File: src/rtl/bram_port_arbiter.sv
// Two-port round-robin arbiter in front of one single-port block RAM.
// m0 (CPU fetch/load) and m1 (debug/loader) share the RAM one access per cycle.
// Read data is broadcast to both ports; a tag pipe matched to the RAM read latency
// tells each port when the data on ram_dout is its own. Saturating per-port stall
// counters are kept for debug visibility.
module bram_port_arbiter #(
    parameter int unsigned ADDR_W = 17,
    parameter int unsigned DATA_W = 32,
    parameter int unsigned RD_LAT = 1,   // 1 or 2
    parameter int unsigned CNT_W  = 16
) (
    input  logic              clk,
    input  logic              rst,

    input  logic              m0_req,
    input  logic [3:0]        m0_we,
    input  logic [ADDR_W-1:0] m0_addr,
    input  logic [DATA_W-1:0] m0_wdata,
    output logic              m0_gnt,
    output logic              m0_rvalid,
    output logic [DATA_W-1:0] m0_rdata,
    output logic [CNT_W-1:0]  m0_stall_cnt,

    input  logic              m1_req,
    input  logic [3:0]        m1_we,
    input  logic [ADDR_W-1:0] m1_addr,
    input  logic [DATA_W-1:0] m1_wdata,
    output logic              m1_gnt,
    output logic              m1_rvalid,
    output logic [DATA_W-1:0] m1_rdata,
    output logic [CNT_W-1:0]  m1_stall_cnt,

    output logic              ram_en,
    output logic [3:0]        ram_we,
    output logic [ADDR_W-1:0] ram_addr,
    output logic [DATA_W-1:0] ram_din,
    input  logic [DATA_W-1:0] ram_dout
);

    // Port that won the most recent grant; 1 after reset so m0 wins the first tie.
    logic last_gnt_q, last_gnt_d;

    // Read tag pipe: one {valid, id} entry per cycle of RAM read latency.
    logic [RD_LAT-1:0] tag_vld_q, tag_vld_d;
    logic [RD_LAT-1:0] tag_id_q, tag_id_d;

    logic [CNT_W-1:0] cnt0_q, cnt0_d;
    logic [CNT_W-1:0] cnt1_q, cnt1_d;

    logic any_gnt;

    // Grant decision: a lone requester wins, a tie goes to the port not granted last.
    always_comb begin
        m0_gnt = 1'b0;
        m1_gnt = 1'b0;
        if (!rst) begin
            if (m0_req && m1_req) begin
                if (last_gnt_q) begin
                    m0_gnt = 1'b1;
                end else begin
                    m1_gnt = 1'b1;
                end
            end else begin
                m0_gnt = m0_req;
                m1_gnt = m1_req;
            end
        end
        any_gnt = m0_gnt | m1_gnt;
    end

    // RAM request mux; everything idles at zero when nobody is granted.
    always_comb begin
        ram_en   = 1'b0;
        ram_we   = 4'b0000;
        ram_addr = '0;
        ram_din  = '0;
        if (m0_gnt) begin
            ram_en   = 1'b1;
            ram_we   = m0_we;
            ram_addr = m0_addr;
            ram_din  = m0_wdata;
        end else if (m1_gnt) begin
            ram_en   = 1'b1;
            ram_we   = m1_we;
            ram_addr = m1_addr;
            ram_din  = m1_wdata;
        end
    end

    // Next state for arbitration history, tag pipe and stall counters.
    always_comb begin
        last_gnt_d = any_gnt ? m1_gnt : last_gnt_q;

        // Writes still shift a bubble through so every slot advances each cycle.
        tag_vld_d    = '0;
        tag_id_d     = '0;
        tag_vld_d[0] = any_gnt && (ram_we == 4'b0000);
        tag_id_d[0]  = m1_gnt;
        for (int i = 1; i < int'(RD_LAT); i++) begin
            tag_vld_d[i] = tag_vld_q[i-1];
            tag_id_d[i]  = tag_id_q[i-1];
        end

        cnt0_d = cnt0_q;
        cnt1_d = cnt1_q;
        if (m0_req && !m0_gnt && (cnt0_q != {CNT_W{1'b1}})) begin
            cnt0_d = cnt0_q + 1'b1;
        end
        if (m1_req && !m1_gnt && (cnt1_q != {CNT_W{1'b1}})) begin
            cnt1_d = cnt1_q + 1'b1;
        end
    end

    // State registers with synchronous reset; reset drops any in-flight read tags.
    always_ff @(posedge clk) begin
        if (rst) begin
            last_gnt_q <= 1'b1;
            tag_vld_q  <= '0;
            tag_id_q   <= '0;
            cnt0_q     <= '0;
            cnt1_q     <= '0;
        end else begin
            last_gnt_q <= last_gnt_d;
            tag_vld_q  <= tag_vld_d;
            tag_id_q   <= tag_id_d;
            cnt0_q     <= cnt0_d;
            cnt1_q     <= cnt1_d;
        end
    end

    // Read return routing; gated by rst so nothing surfaces during a reset cycle.
    always_comb begin
        m0_rvalid    = !rst && tag_vld_q[RD_LAT-1] && !tag_id_q[RD_LAT-1];
        m1_rvalid    = !rst && tag_vld_q[RD_LAT-1] && tag_id_q[RD_LAT-1];
        m0_rdata     = ram_dout;
        m1_rdata     = ram_dout;
        m0_stall_cnt = cnt0_q;
        m1_stall_cnt = cnt1_q;
    end

endmodule

File: config.mk
export PLATFORM = sky130hd
export DESIGN_NAME = bram_port_arbiter
export DESIGN_NICKNAME = d
export VERILOG_FILES = /design/src/rtl/bram_port_arbiter.sv
export SDC_FILE = /design/constraint.sdc
export NUM_CORES = 1
export LEC_CHECK = 0
export BUFFER_PORTS_ARGS = -buffer_cell sky130_fd_sc_hd__buf_2
export CAP_MARGIN = 25
export CORE_AREA = 5 5 112 114
export CTS_CLUSTER_SIZE = 16
export DETAILED_ROUTE_END_ITERATION = 10
export DIE_AREA = 0 0 117 119
export PLACE_DENSITY = 0.62
export SLEW_MARGIN = 20
export SYNTH_ARGS = -nofsm -noshare
export SYNTH_HDL_FRONTEND = slang
export SYNTH_SLANG_ARGS = --single-unit
File: constraint.sdc
create_clock -name clk -period 3 [get_ports clk]
set_clock_uncertainty 0.2 [all_clocks]
set_input_delay 0.6 -clock clk [delete_from_list [all_inputs] [get_ports clk]]
set_output_delay 0.6 -clock clk [all_outputs]
set_load 0.01 [all_outputs]
* Word-level counts from Yosys, hierarchy flattened
Index checks and enable logic that the tools add are counted.
Word-level totals: register bits after elaboration 35, output and inout port bits 154, logic and storage cells 38
Operators by class: $add $sub $neg 2, equal/unequal tests 2, muxes and demuxes 14, bitwise logic cells 1, reductions and logical operators 14
Operators by type and width (number):
- 32-bit two-way mux | 2
- 17-bit two-way mux | 2
- 16-bit by 1-bit adder with 16-bit output (second input constant) | 2
- 16-bit inequality test (second input constant) | 2
- 1-bit logical AND | 9
- 1-bit two-way mux | 8
- 4-bit two-way mux | 2
- 1-bit zero test | 4
- 4-bit zero test | 1
- 1-bit bitwise OR | 1

* Depth between registers and ports, before layout
Gate-level depths: netlist of the first run.
depth after elaboration 7, mapped depth 6, gate-level depth less buffers 6

* Worst setup path after synthesis of the first run
OpenSTA, ideal clock, no wires.
kind input to output, start point input port m1_req, end point output port ram_addr[10], arrival 1816 ps, setup slack 384 ps, cell stages on the path 5, cells stage by stage nor2b_1 > nor3b_1 > clkbuf_1 > clkbuf_1 > a22o_1
Between the ends: elaborated cells between the ends (all ways) 7, classes of those cells mux (6); reduce/logical (1)
RTL lines:
- start, declared | RTL line 24 | input logic m1_req,
- 1-bit logical AND | RTL line 57 | if (m0_req && m1_req) begin
- 1-bit two-way mux | RTL line 57
- 1-bit two-way mux | RTL line 56 | if (!rst) begin
- via m0_gnt | RTL line 19 | output logic m0_gnt,
- 17-bit two-way mux | RTL line 77 | if (m0_gnt) begin
- end, declared | RTL line 35 | output logic [ADDR_W-1:0] ram_addr,
The timed path passes the listed nets, and every way through them passes these cells.

* Final worst setup path of the first run
start point input port m1_req, end point output port ram_addr[3]
Between the ends: longest elaborated chain between the ends 5, elaborated cells between the ends (all ways) 7, classes of those cells mux (6); reduce/logical (1)
Ends and longest elaborated chain:
- 1-bit logical AND | RTL line 57
- 1-bit two-way mux | RTL line 57
- 1-bit two-way mux | RTL line 56
- 17-bit two-way mux | RTL line 82 | end else if (m1_gnt) begin
- 17-bit two-way mux * | RTL line 77
Every way passes the cells marked *; elsewhere a longest branch is shown, timed or not.

==> results of run 1 <==
==> kinds of logic (layout without fill, tap and decap cells) <==
kind of cell,count (synthesis),after routing
compound gates,76,76
xor+xnor,26,26
fa+ha+maj,2,2
buf+inv,88,216
flops,35,35
mux,1,1
simple gates,103,103
==> stage by stage <==
step / setup slack (ns) / total power (W)
detailed placement: 0.215 / 0.000791
global route: 0.135 / 0.00135
global placement: 0.241 / 0.000787
CTS: 0.208 / 0.00131
finish: 0.239 / 0.00129
floorplan: 0.384 / 0.000709
==> layer usage <==
metal	track usage [%]	part of all wire (%)	wire length, µm	vias to the layer above
met1	19.5	42	4570	1277
li1	-	-	-	1395
met3	6.54	12	1350	13
met4	3.30	1.0	114	2
met5	0	0.12	13	-
met2	22.0	44	4840	184
==> report_power, final <==
part / internal, W / switching (W)
Sequential: 0.000472 / 0.00000845
Clock: 0.000324 / 0.000186
Combinational: 0.000143 / 0.000153
==> placed cells by master (no fill, tap or decap), types with 3 or more instances in the layout <==
cell type,Yosys,routed
sky130_fd_sc_hd__buf_2,2,199
sky130_fd_sc_hd__a22o_1,53,53
sky130_fd_sc_hd__nor2_1,35,35
sky130_fd_sc_hd__dfxtp_1,35,35
sky130_fd_sc_hd__xnor2_1,25,25
sky130_fd_sc_hd__nand2_1,9,9
sky130_fd_sc_hd__nand3_1,8,8
sky130_fd_sc_hd__nor3_1,8,8
sky130_fd_sc_hd__nand4_1,6,6
sky130_fd_sc_hd__a211oi_1,6,6
sky130_fd_sc_hd__nor4_1,5,5
sky130_fd_sc_hd__clkbuf_16,0,5
sky130_fd_sc_hd__and4_1,4,4
sky130_fd_sc_hd__inv_1,4,4
sky130_fd_sc_hd__nand2b_1,4,4
sky130_fd_sc_hd__a21oi_1,4,4
sky130_fd_sc_hd__a21oi_2,3,3
sky130_fd_sc_hd__and3_1,3,3
sky130_fd_sc_hd__buf_4,64,3
==> state kept, by name, summed over array words and instances (netlist names) <==
register and cells:
tag_id_q 1, tag_vld_q 1, m1_stall_cnt 16, last_gnt_q 1
m0_stall_cnt 16
==> path summary, 6_finish.rpt <==
path	slack [ns]	cells past startpoint	endpoint	from
worst max-delay path	0.24	6	ram_addr[3]	m1_req
worst min-delay path	0.35	2	m1_stall_cnt[15]	m1_stall_cnt[15]
worst min register to register	0.35	2	m1_stall_cnt[15]	m1_stall_cnt[15]
worst max register to register	0.85	6	m1_stall_cnt[10]	m1_stall_cnt[0]
==> worst max-delay path: stages <==
cell and delay, ns:
sky130_fd_sc_hd__buf_2 0.13, sky130_fd_sc_hd__nor2b_1 0.17, sky130_fd_sc_hd__nor3b_2 0.40, sky130_fd_sc_hd__buf_12 0.28, sky130_fd_sc_hd__a22o_1 0.21, sky130_fd_sc_hd__buf_2 0.15
==> layout make-up <==
cell class,instances,area (µm²)
multi-input cells,208,1530
inverters,5,18.8
clock buffers,6,139
repair buffers,204,1060
well taps,143,179
flip-flops and latches,35,701
fillers,1204,7690
clock inverters,1,5.00
==> flow_summary.toml, run 1 <==
[status]
outcome = "finished clean"

[sta]
final_max_slew_viols = 0
grt_setup_unrepaired = "no"
layout_worst_path_cycle_share_pct = 92.0
fin_crit_ns = 2.76
hold-worst-slack_ns = 0.351
worst_pin_slew_ns = 0.616
max_transition_margin_pct = 58.6
timing.fmax_mhz = 362
total_count_of_hold_check_failures_in_the_final_report = 0
final.setup.tns_ns = 0
timing.final.setup_violations = 0

[synth]
post_synth_instance_area_mm2 = 0.00282
synth_seq_area_share_pct = 24.9
synth_common_cells = "sky130_fd_sc_hd__buf_4 (64), sky130_fd_sc_hd__a22o_1 (53), sky130_fd_sc_hd__dfxtp_1 (35), sky130_fd_sc_hd__nor2_1 (35), sky130_fd_sc_hd__xnor2_1 (25)"
synth_most_common_cell = "sky130_fd_sc_hd__buf_4"
synthDominantCellAreaShare_pct = 24.9
average_cell_area_after_synthesis_um2 = 8.51
async_reset_ff_share_pct = 0
post_syn_nets = 475
post_synth_xor_area_fraction_pct = 8.09
ys_dominant_reg_cell = "sky130_fd_sc_hd__dfxtp_1"
synthMuxAreaShare_pct = 0.355
ys_ff_latch = 35
netlist_instances = 331
synthDistinctLibCells = 50
synth-compound-area-share_pct = 22.7
ys.warnings.count = 0
synthAdderAreaFrac_pct = 0.888
main_combinational_cell_family_by_area_after_synthesis = "compound AO/OA/AOI/OAI gates"
yosysTopAreaCell = "sky130_fd_sc_hd__dfxtp_1"
synth-edff-count = 0
synth_simple_gate_area_share_pct = 22.0
post_synth_main_area_contributors = "sky130_fd_sc_hd__dfxtp_1 (25%), sky130_fd_sc_hd__buf_4 (17%), sky130_fd_sc_hd__a22o_1 (16%), sky130_fd_sc_hd__xnor2_1 (7.8%), sky130_fd_sc_hd__nor2_1 (4.7%)"

[clock_tree]
cts_hold_buf = 0
cts_buffers = 5
cts_root_buf = "sky130_fd_sc_hd__clkbuf_16"
insertion_delay_ns = 0.28
tritoncts_clock_tree = "built"
htree_levels = 2
clkSlewWorstSetupHoldPaths_ns = 0.05
cts_setup_buffers = 0
clock_tree.buffer_depth = 2
number_of_gates_resized_after_cts = 0
tritoncts_num_sinks = 35

[die]
core_region_area_mm2 = 0.0113
die_height_um = 119
placement_rows = 39
design.die.area_mm2 = 0.0139
effective_utilization_at_floorplan_pct = 24.9
die-width_um = 117
ios = 296

[job]
max_cap_violations = 0

[global_routing]
antenna_found_initial = 1
grtUsageTotal_pct = 14.7
wire_length_of_the_first_global_routing_pass_mm = 16.2
grt-ovfl-total = 0
grt_start_max_net_pins = 49
grt_pass1_vias = 2787

[placed_design]
io_buffer_count = 199
routabilityCongestion = 0.811
place_hpwl_mm = 9.29
place_inst = 595
post_place_instance_area_mm2 = 0.00349

[critical_path]
crit_arrival_ns = 1.96
critPathLaunchType = "input port"
critical_path.endpoint_type = "output port"
critPathMaxFanout = 48
critical_path_class = "input port to output port"
timing.critical_path.required_ns = 2.20

[detailed_routing]
viasPerCell = 4.77
wl_per_cell_um = 18.1
route.detailed.drc = 0
initialDrtViolationCount = 161
first_pass_iters = 4
via_count = 2871
detail_route.wirelength_mm = 10.9
drtAntennaViolNets = 0

[final_layout]
fin_nets = 603
postLayoutCoreUtil_pct = 32.1
post_layout_nonfiller_instances = 602
final_design_area_no_fill_mm2 = 0.00363
syn_to_final_growth_pct = 28.9
fraction_of_final_layout_cells_sized_beyond_drive_strength_1_pct = 49.9
number_of_inserted_diodes = 0

[pwr]
vdd_drop_max_uv = 306
power-per-cell-area_mw_per_mm2 = 354
leakage_power_of_the_design_nw = 1.79

[min_path]
min-delay-path-class = "register to register"
(Power assumes the default switching activity.)
==> inputs of run 2 (changes only) <==
RECOVER_POWER = 100   (was not set)
==> flow_summary.toml, run 2 (synthesis results as in run 1) <==
[sta]
timing.final.setup_violations = 0
final.setup.tns_ns = 0
worst_pin_slew_ns = 1.15
layout_worst_path_cycle_share_pct = 93.3
grt_setup_unrepaired = "no"
max_transition_margin_pct = 22.5
final_max_slew_viols = 0
total_count_of_hold_check_failures_in_the_final_report = 0
hold-worst-slack_ns = 0.352
timing.fmax_mhz = 357
fin_crit_ns = 2.80

[pwr]
p_int_w = 0.000923
report.power.total_w = 0.00127
pwr-share-seq_pct = 37.7
vdd_drop_max_uv = 308
share_of_total_power_consumed_by_net_switching_pct = 27.5
clock_network_fraction_of_design_power_pct = 40.0
leakage_power_of_the_design_nw = 1.38
combPwrFrac_pct = 22.3
power-per-cell-area_mw_per_mm2 = 369
p_switching_w = 0.000350

[clock_tree]
cts_root_buf = "sky130_fd_sc_hd__clkbuf_16"
cts_setup_buffers = 0
tritoncts_num_sinks = 35
number_of_gates_resized_after_cts = 0
tritoncts_clock_tree = "built"
htree_levels = 2
clock_tree.buffer_depth = 2
insertion_delay_ns = 0.28
cts_hold_buf = 0
cts_buffers = 5
clkSlewWorstSetupHoldPaths_ns = 0.05

[job]
max_cap_violations = 0

[placed_design]
post_place_instance_area_mm2 = 0.00349
io_buffer_count = 199
place_hpwl_mm = 9.29
routabilityCongestion = 0.811

[min_path]
min-delay-path-class = "register to register"

[die]
placement_rows = 39
die-width_um = 117
die_height_um = 119
core_region_area_mm2 = 0.0113
design.die.area_mm2 = 0.0139
ios = 296
effective_utilization_at_floorplan_pct = 24.9

[final_layout]
fin_nets = 603
most_common_library_cell_in_the_layout_ignoring_fill_and_taps = "sky130_fd_sc_hd__buf_2"
number_of_inserted_diodes = 0
layout_common_cells = "sky130_fd_sc_hd__buf_2 (112), sky130_fd_sc_hd__clkbuf_1 (88), sky130_fd_sc_hd__a22o_1 (53)"
fraction_of_final_layout_cells_sized_beyond_drive_strength_1_pct = 29.0
syn_to_final_growth_pct = 22.5
final_design_area_no_fill_mm2 = 0.00345
multi_input_comb_area_mm2 = 0.00147
filler_cell_count = 1261
seqCellArea_um2 = 701

[critical_path]
critPathLaunchType = "input port"
critical_path.endpoint_type = "output port"
crit_arrival_ns = 2.00
critical_path_class = "input port to output port"
timing.critical_path.required_ns = 2.20
critPathMaxFanout = 48

[detailed_routing]
drtAntennaViolNets = 0
wl_per_cell_um = 18.3
via_count = 2877
route.detailed.drc = 0
initialDrtViolationCount = 164
detail_route.wirelength_mm = 11.0
first_pass_iters = 4
viasPerCell = 4.78

[global_routing]
grtUsageTotal_pct = 14.7
grt_start_max_net_pins = 49
grt_pass1_vias = 2787
wire_length_of_the_first_global_routing_pass_mm = 16.2
antenna_found_initial = 1
grt-ovfl-total = 0

[status]
outcome = "finished clean"
==> run 2: cell types whose count changed in the layout (fill, tap and decap cells not counted), moves of 2 or more <==
cell	delta
sky130_fd_sc_hd__a21oi_1	+2
sky130_fd_sc_hd__a21oi_2	-2
sky130_fd_sc_hd__buf_2	-87
sky130_fd_sc_hd__buf_4	-2
sky130_fd_sc_hd__clkbuf_1	+88
sky130_fd_sc_hd__nor4_4	-2
==> run 2: power by group through the flow <==
stage               logic [W]  registers [W]  clock network (W)
global placement     0.000298       0.000490                  0
CTS                  0.000301       0.000480           0.000524
global route         0.000309       0.000481           0.000544
floorplan            0.000218       0.000491                  0
detailed placement   0.000300       0.000490                  0
finish               0.000283       0.000481           0.000510
==> run 2: final timing paths <==
kind | to | startpoint | cells after the start | slack, ns
setup / recovery | ram_addr[3] | m1_req | 6 | 0.20
hold / removal | m1_stall_cnt[15] | m1_stall_cnt[15] | 2 | 0.35
setup reg to reg | m1_stall_cnt[2] | m1_stall_cnt[0] | 6 | 0.33
hold reg to reg | m1_stall_cnt[15] | m1_stall_cnt[15] | 2 | 0.35
==> run 2: routing by layer <==
metal,vias up,wire length (µm),global-route usage [%]
met5,-,13,0
met4,2,119,3.30
met3,13,1420,6.54
met2,186,4860,22.0
met1,1286,4630,19.5
li1,1390,-,-
==> run 2: worst max-delay path, cell delays in order <==
cell and delay, ns:
sky130_fd_sc_hd__buf_2 0.13, sky130_fd_sc_hd__nor2b_1 0.16, sky130_fd_sc_hd__nor3b_2 0.40, sky130_fd_sc_hd__buf_12 0.29, sky130_fd_sc_hd__a22o_1 0.22, sky130_fd_sc_hd__clkbuf_1 0.19
==> run 2: area by class of cell <==
cell class                 count  share of cell area [%]
multi-input combinational    208                    42.5
timing repair buffer         204                    27.3
sequential                    35                    20.3
tap                          143                    5.18
clock buffer                   6                    4.02
inverter                       5                   0.544
clock inverter                 1                   0.145
==> run 2: through the flow <==
step                setup slack [ns]  instances  util, %
detailed placement             0.215        595     30.8
global placement               0.241        595     30.8
global route                   0.112        602     30.5
finish                         0.201        602     30.5
CTS                            0.208        602     32.1
floorplan                      0.384        331        -
